## src/rtl/bf_pkg.sv

```systemverilog
// Shared definitions for the brainfuck core and its code loader.
// Opcode bytes, loader states and loader error codes.
package bf_pkg;

    localparam logic [7:0] OP_INC   = 8'h2B;
    localparam logic [7:0] OP_DEC   = 8'h2D;
    localparam logic [7:0] OP_LEFT  = 8'h3C;
    localparam logic [7:0] OP_RIGHT = 8'h3E;
    localparam logic [7:0] OP_OUT   = 8'h2E;
    localparam logic [7:0] OP_IN    = 8'h2C;
    localparam logic [7:0] OP_JZ    = 8'h5B;
    localparam logic [7:0] OP_JNZ   = 8'h5D;
    localparam logic [7:0] OP_HALT  = 8'h00;

    typedef enum logic [2:0] {
        S_IDLE,
        S_LOAD,
        S_TERM,
        S_RUN,
        S_ERROR
    } ld_state_t;

    localparam logic [1:0] ERR_NONE      = 2'b00;
    localparam logic [1:0] ERR_UNMATCHED = 2'b01;
    localparam logic [1:0] ERR_UNCLOSED  = 2'b10;
    localparam logic [1:0] ERR_OVERFLOW  = 2'b11;

endpackage

```

## src/rtl/bf_opcode_filter.sv

```systemverilog
// Classifies a received byte as a brainfuck instruction.
// Purely combinational; open/close flag the bracket opcodes.
module bf_opcode_filter
    import bf_pkg::*;
(
    input  logic [7:0] i_byte,
    output logic       o_is_instr,
    output logic       o_is_open,
    output logic       o_is_close
);

    always_comb begin
        o_is_instr = 1'b0;
        o_is_open  = 1'b0;
        o_is_close = 1'b0;
        unique case (i_byte)
            OP_INC, OP_DEC, OP_LEFT, OP_RIGHT, OP_OUT, OP_IN: begin
                o_is_instr = 1'b1;
            end
            OP_JZ: begin
                o_is_instr = 1'b1;
                o_is_open  = 1'b1;
            end
            OP_JNZ: begin
                o_is_instr = 1'b1;
                o_is_close = 1'b1;
            end
            default: ;
        endcase
    end

endmodule

```

## src/rtl/bf_code_loader.sv

```systemverilog
// Loads a streamed program into code RAM, checks brackets, appends
// a halt byte and releases the core once the program is complete.
module bf_code_loader
    import bf_pkg::*;
#(
    parameter int addrSize  = 9,
    parameter int depthSize = 8
)(
    input  logic                clk,
    input  logic                reset,
    input  logic                load_start,
    input  logic [7:0]          rx_data,
    input  logic                rx_valid,
    output logic                rx_ready,
    output logic [addrSize-1:0] code_addr,
    output logic [7:0]          code_data,
    output logic                code_we,
    output logic                core_reset,
    output logic                load_done,
    output logic                load_error,
    output logic [1:0]          err_code,
    output logic [addrSize-1:0] prog_len
);

    localparam logic [addrSize-1:0]  PTR_MAX = {addrSize{1'b1}};
    localparam logic [depthSize-1:0] DEP_MAX = {depthSize{1'b1}};

    ld_state_t            r_state, w_state_n;
    logic [addrSize-1:0]  r_ptr, w_ptr_n;
    logic [depthSize-1:0] r_depth, w_depth_n;
    logic [addrSize-1:0]  r_addr, w_addr_n;
    logic [7:0]           r_data, w_data_n;
    logic                 r_we, w_we_n;
    logic [1:0]           r_err, w_err_n;
    logic [addrSize-1:0]  r_len, w_len_n;
    logic                 r_rx_ready;
    logic                 r_core_reset;
    logic                 r_load_done;
    logic                 r_load_error;

    logic w_is_instr, w_is_open, w_is_close;
    logic w_acc;

    bf_opcode_filter u_filter (
        .i_byte     (rx_data),
        .o_is_instr (w_is_instr),
        .o_is_open  (w_is_open),
        .o_is_close (w_is_close)
    );

    assign w_acc = (r_state == S_LOAD) & rx_valid & r_rx_ready;

    always_comb begin
        w_state_n = r_state;
        w_ptr_n   = r_ptr;
        w_depth_n = r_depth;
        w_addr_n  = r_addr;
        w_data_n  = r_data;
        w_we_n    = 1'b0;
        w_err_n   = r_err;
        w_len_n   = r_len;
        if (load_start) begin
            w_state_n = S_LOAD;
            w_ptr_n   = '0;
            w_depth_n = '0;
            w_err_n   = ERR_NONE;
        end else begin
            unique case (r_state)
                S_LOAD: begin
                    if (w_acc) begin
                        if (rx_data == OP_HALT) begin
                            w_state_n = S_TERM;
                        end else if (w_is_instr) begin
                            if (w_is_open && r_depth == DEP_MAX) begin
                                w_state_n = S_ERROR;
                                w_err_n   = ERR_OVERFLOW;
                            end else if (w_is_close && r_depth == '0) begin
                                w_state_n = S_ERROR;
                                w_err_n   = ERR_UNMATCHED;
                            end else if (r_ptr == PTR_MAX) begin
                                // last slot is reserved for the halt byte
                                w_state_n = S_ERROR;
                                w_err_n   = ERR_OVERFLOW;
                            end else begin
                                w_we_n   = 1'b1;
                                w_addr_n = r_ptr;
                                w_data_n = rx_data;
                                w_ptr_n  = r_ptr + 1'b1;
                                if (w_is_open)
                                    w_depth_n = r_depth + 1'b1;
                                else if (w_is_close)
                                    w_depth_n = r_depth - 1'b1;
                            end
                        end
                    end
                end
                S_TERM: begin
                    if (r_depth != '0) begin
                        w_state_n = S_ERROR;
                        w_err_n   = ERR_UNCLOSED;
                    end else begin
                        w_we_n    = 1'b1;
                        w_addr_n  = r_ptr;
                        w_data_n  = OP_HALT;
                        w_len_n   = r_ptr;
                        w_state_n = S_RUN;
                    end
                end
                default: ;
            endcase
        end
    end

    always_ff @(posedge clk or negedge reset) begin
        if (!reset) begin
            r_state      <= S_IDLE;
            r_ptr        <= '0;
            r_depth      <= '0;
            r_addr       <= '0;
            r_data       <= '0;
            r_we         <= 1'b0;
            r_err        <= ERR_NONE;
            r_len        <= '0;
            r_rx_ready   <= 1'b0;
            r_core_reset <= 1'b0;
            r_load_done  <= 1'b0;
            r_load_error <= 1'b0;
        end else begin
            r_state      <= w_state_n;
            r_ptr        <= w_ptr_n;
            r_depth      <= w_depth_n;
            r_addr       <= w_addr_n;
            r_data       <= w_data_n;
            r_we         <= w_we_n;
            r_err        <= w_err_n;
            r_len        <= w_len_n;
            r_rx_ready   <= (w_state_n == S_LOAD);
            // release the core one cycle after the halt byte is written
            r_core_reset <= (r_state == S_RUN) && (w_state_n == S_RUN);
            r_load_done  <= (w_state_n == S_RUN);
            r_load_error <= (w_state_n == S_ERROR);
        end
    end

    assign rx_ready   = r_rx_ready;
    assign code_addr  = r_addr;
    assign code_data  = r_data;
    assign code_we    = r_we;
    assign core_reset = r_core_reset;
    assign load_done  = r_load_done;
    assign load_error = r_load_error;
    assign err_code   = r_err;
    assign prog_len   = r_len;

endmodule
```

## config.mk

```make
export PLATFORM = sky130hd
export DESIGN_NAME = bf_code_loader
export DESIGN_NICKNAME = d
export VERILOG_FILES = /design/src/rtl/bf_pkg.sv /design/src/rtl/bf_opcode_filter.sv /design/src/rtl/bf_code_loader.sv
export SDC_FILE = /design/constraint.sdc
export NUM_CORES = 1
export LEC_CHECK = 0
export BUFFER_PORTS_ARGS = -buffer_cell sky130_fd_sc_hd__buf_4
export CAP_MARGIN = 20
export CORE_MARGIN = 2
export CORE_UTILIZATION = 60
export CTS_CLUSTER_DIAMETER = 150
export DETAILED_ROUTE_END_ITERATION = 7
export PLACE_DENSITY = 0.84
export SYNTH_ARGS = -nofsm -noshare
export SYNTH_HDL_FRONTEND = slang
export SYNTH_SLANG_ARGS = --single-unit
```

## constraint.sdc

```tcl
create_clock -name clk -period 7.3 [get_ports clk]
set_input_delay 1.825 -clock clk [delete_from_list [all_inputs] [get_ports clk]]
set_output_delay 1.825 -clock clk [all_outputs]
set_load 0.005 [all_outputs]
```

==> flow_summary.toml <==
[outcome]
status = "completed"

[layout]
fin_cells = 352
drive_above_1_share = 0.273
nNetsFinal = 320
final_common_cell = "dfrtp_1"
regArea_um2 = 1330
layout_common_cells = "53 x dfrtp_1, 44 x buf_4, 22 x nand2_1"
fill_cells = 325
area_growth_pct = 16.5
diodes = 0
multi_input_area_um2 = 1320

[global_route]
antenna_found_initial = 0
grt-ovfl-total = 0
grt_pass1_wl_mm = 9.73
grt_max_degree = 54
grt_pass1_vias = 2087
grt_usage = 0.242

[synthesis]
seq_area_frac_synth = 0.484
synthArstFlopShare = 1.00
netlist_instances = 254
syn_area_per_cell_um2 = 10.8
synth_warnings = 0
ys.flop_type = "dfrtp_1"
syn_nets = 275
synth_edf_count = 0
syn_area_um2 = 2740
post_synth_num_cell_types = 55
synth_seq_cells = 53

[cts]
cts_max_level = 2
cts_tree = "done"
clk-insertion-delay-late_ns = 0.32
cts.clk_slew.worst_paths_ns = 0.10
clk_path_buf_depth = 2
cts_resized = 0
clock_sinks = 53
hold_buffers = 0
numCtsBuffers = 5
postCtsSetupBuffers = 0
cts_root_buf = "clkbuf_8"

[drt]
ant_nets = 0
vias = 2078
dr.pass1.iters = 4
drcViolationCount = 0
vias_per_cell = 5.90
drt-total-wl_mm = 5.60
wl_per_cell_um = 15.9
drt_iter0_markers = 222

[power_and_ir_drop]
clkPwrFrac = 0.318
netSwitchingPower_uw = 146
totalPowerFinal_uw = 550
swShare = 0.265
power_density_nw_per_um2 = 172
ir_drop_v = 0.000115
cellInternalPower_uw = 405
p_leak_uw = 0.00151
combPwrFrac = 0.114
seqPwrFrac = 0.567

[critical_path]
r2r-end = "code_addr[6]"
slowest_delay_ns = 0.59
path_cells = "buf_4, nand4b_1, nor4b_2, inv_1, ha_1, o21ai_0, inv_1, a2111oi_0, nor3_1, a221oi_1, nand3_1"
cp-start-kind = "input port"
worst_r2r_path_depth = 6
r2r_start = "r_depth[4]"
crit_top_cell = "inv_1"
crit_path_end_kind = "flop"
crit_type = "input port to flop"
cp.arrival_ns = 4.88
cp_slowest_cell = "nor4b_2"
worst-path-max-fanout = 7
regToRegSetupSlack_ns = 4.55
required_ns = 7.51

[timing]
fin_setup_tns_ns = 0
relSlewSlack = 0.335
grt_setup_unrepaired = "false"
timing.final.crit_share = 0.640
layout_min_cycle_time_ns = 4.67
finalSetupViolCount = 0
drv_slew = 0
max_freq_ghz = 0.214
setup_slack_ns = 2.63
hold_viol_final = 0
fin_worst_skew_ns = 0.00920
worst_pin_slew_ns = 0.990

[hold_path]
hold_start = "code_data[7]"
hp-class = "flop to flop"
worstHoldPathCells = 1
holdPathEnd = "code_data[7]"

[floorplanning]
die_y_um = 71.6
initial_core_util = 0.625
num_rows = 24
coreArea_um2 = 4380
die_width_um = 71.6
die-area_um2 = 5120
ios = 45

[placed_design]
portBuffers = 44
pre_cts_slack_ns = 2.38
dp_cells = 344
place.gp.congestion = 0.951
dpl.hpwl_mm = 3.93

[job]
drv_cap = 0
==> kinds of logic (layout without fill, tap and decap cells) <==
kind of cell	Yosys count	count (layout)	synth area share
XOR/XNOR	7	7	0.0224
AND/OR/NAND/NOR	93	93	0.199
multiplexers	20	20	0.0817
adder cells (fa/ha/maj)	9	9	0.0438
flip-flops	53	53	0.484
buffers and inverters	20	66	0.0329
AO/OA/AOI/OAI	52	52	0.136
==> area by class of cell <==
class | count | share of cell area
Tap cell | 52 | 0.0204
Clock buffer | 5 | 0.0216
Multi-Input combinational cell | 181 | 0.415
Inverter | 14 | 0.0165
Clock inverter | 3 | 0.00823
Timing Repair Buffer | 44 | 0.103
Sequential cell | 53 | 0.415
==> Yosys cell counts, types with 2 or more instances <==
master | number | share of area
o211ai_1 | 2 | 0.0055
o21ai_0 | 7 | 0.013
ha_1 | 8 | 0.037
and3_1 | 2 | 0.0046
clkbuf_1 | 4 | 0.0055
dfrtp_1 | 53 | 0.48
nand3_1 | 6 | 0.011
inv_1 | 14 | 0.019
nor2b_1 | 7 | 0.016
buf_6 | 2 | 0.0082
a22o_1 | 6 | 0.019
and2_1 | 3 | 0.0069
nand4b_1 | 2 | 0.0064
nor3_1 | 6 | 0.011
nor4bb_1 | 2 | 0.0073
or2_2 | 2 | 0.0046
o31ai_1 | 2 | 0.0055
mux2_2 | 17 | 0.070
nand4_1 | 4 | 0.0091
xnor2_1 | 6 | 0.019
or4_1 | 8 | 0.022
nand2_1 | 22 | 0.030
nor2_1 | 14 | 0.019
mux2_1 | 2 | 0.0082
nand2b_1 | 5 | 0.011
a21oi_1 | 18 | 0.033
nor4_2 | 2 | 0.0091
==> state kept, by name, indices dropped and copies added, names as in the netlist <==
register,flops
r_ptr,9
r_state,3
code_addr,9
code_data,8
core_reset,1
load_error,1
code_we,1
r_depth,8
prog_len,9
load_done,1
rx_ready,1
err_code,2
==> worst max-delay path by stage <==
| stage | from | to | depth (start not counted) |
|---|---|---|---|
| floorplan | rx_data[7] | r_depth[7] | 10 |
| global placement | rx_data[7] | r_depth[7] | 11 |
| detailed placement | rx_data[7] | r_depth[7] | 11 |
| CTS | rx_data[7] | r_depth[7] | 11 |
| global route | rx_data[7] | r_depth[7] | 11 |
| finish | rx_data[7] | r_depth[7] | 11 |
==> metal layers <==
metal,GRT usage,vias up,share of wire
met5,0,-,0
met4,0.0797,0,0.012
li1,-,1019,-
met3,0.0520,6,0.051
met2,0.377,50,0.46
met1,0.342,1003,0.48
==> per-stage QoR <==
step | instance area [µm²] | utilization | hold WS, ns
2_1_floorplan | 2740 | - | 0.478
5_1_grt | 3190 | 0.728 | 0.528
3_5_place_dp | 3100 | 0.707 | 0.483
3_3_place_gp | 3100 | 0.707 | 0.470
4_1_cts | 3190 | 0.728 | 0.509
6_report | 3190 | 0.728 | 0.499
==> power groups by stage <==
stage / sequential (µW) / clock (µW) / combinational [µW]
after global placement: 318 / 0 / 61.8
after global routing: 314 / 188 / 69.9
after detailed placement: 318 / 0 / 63.4
after CTS: 312 / 176 / 63.4
after floorplan: 317 / 0 / 30.6
final: 312 / 175 / 62.8
==> worst max-delay path: cells and delay by family <==
kind,cells,cell delay [ns]
buffers and inverters,3,0.49
adder cells (fa/ha/maj),1,0.39
AND/OR/NAND/NOR,4,1.11
AO/OA/AOI/OAI,3,1.06
No activity file was read; power rests on OpenSTA's default activity.
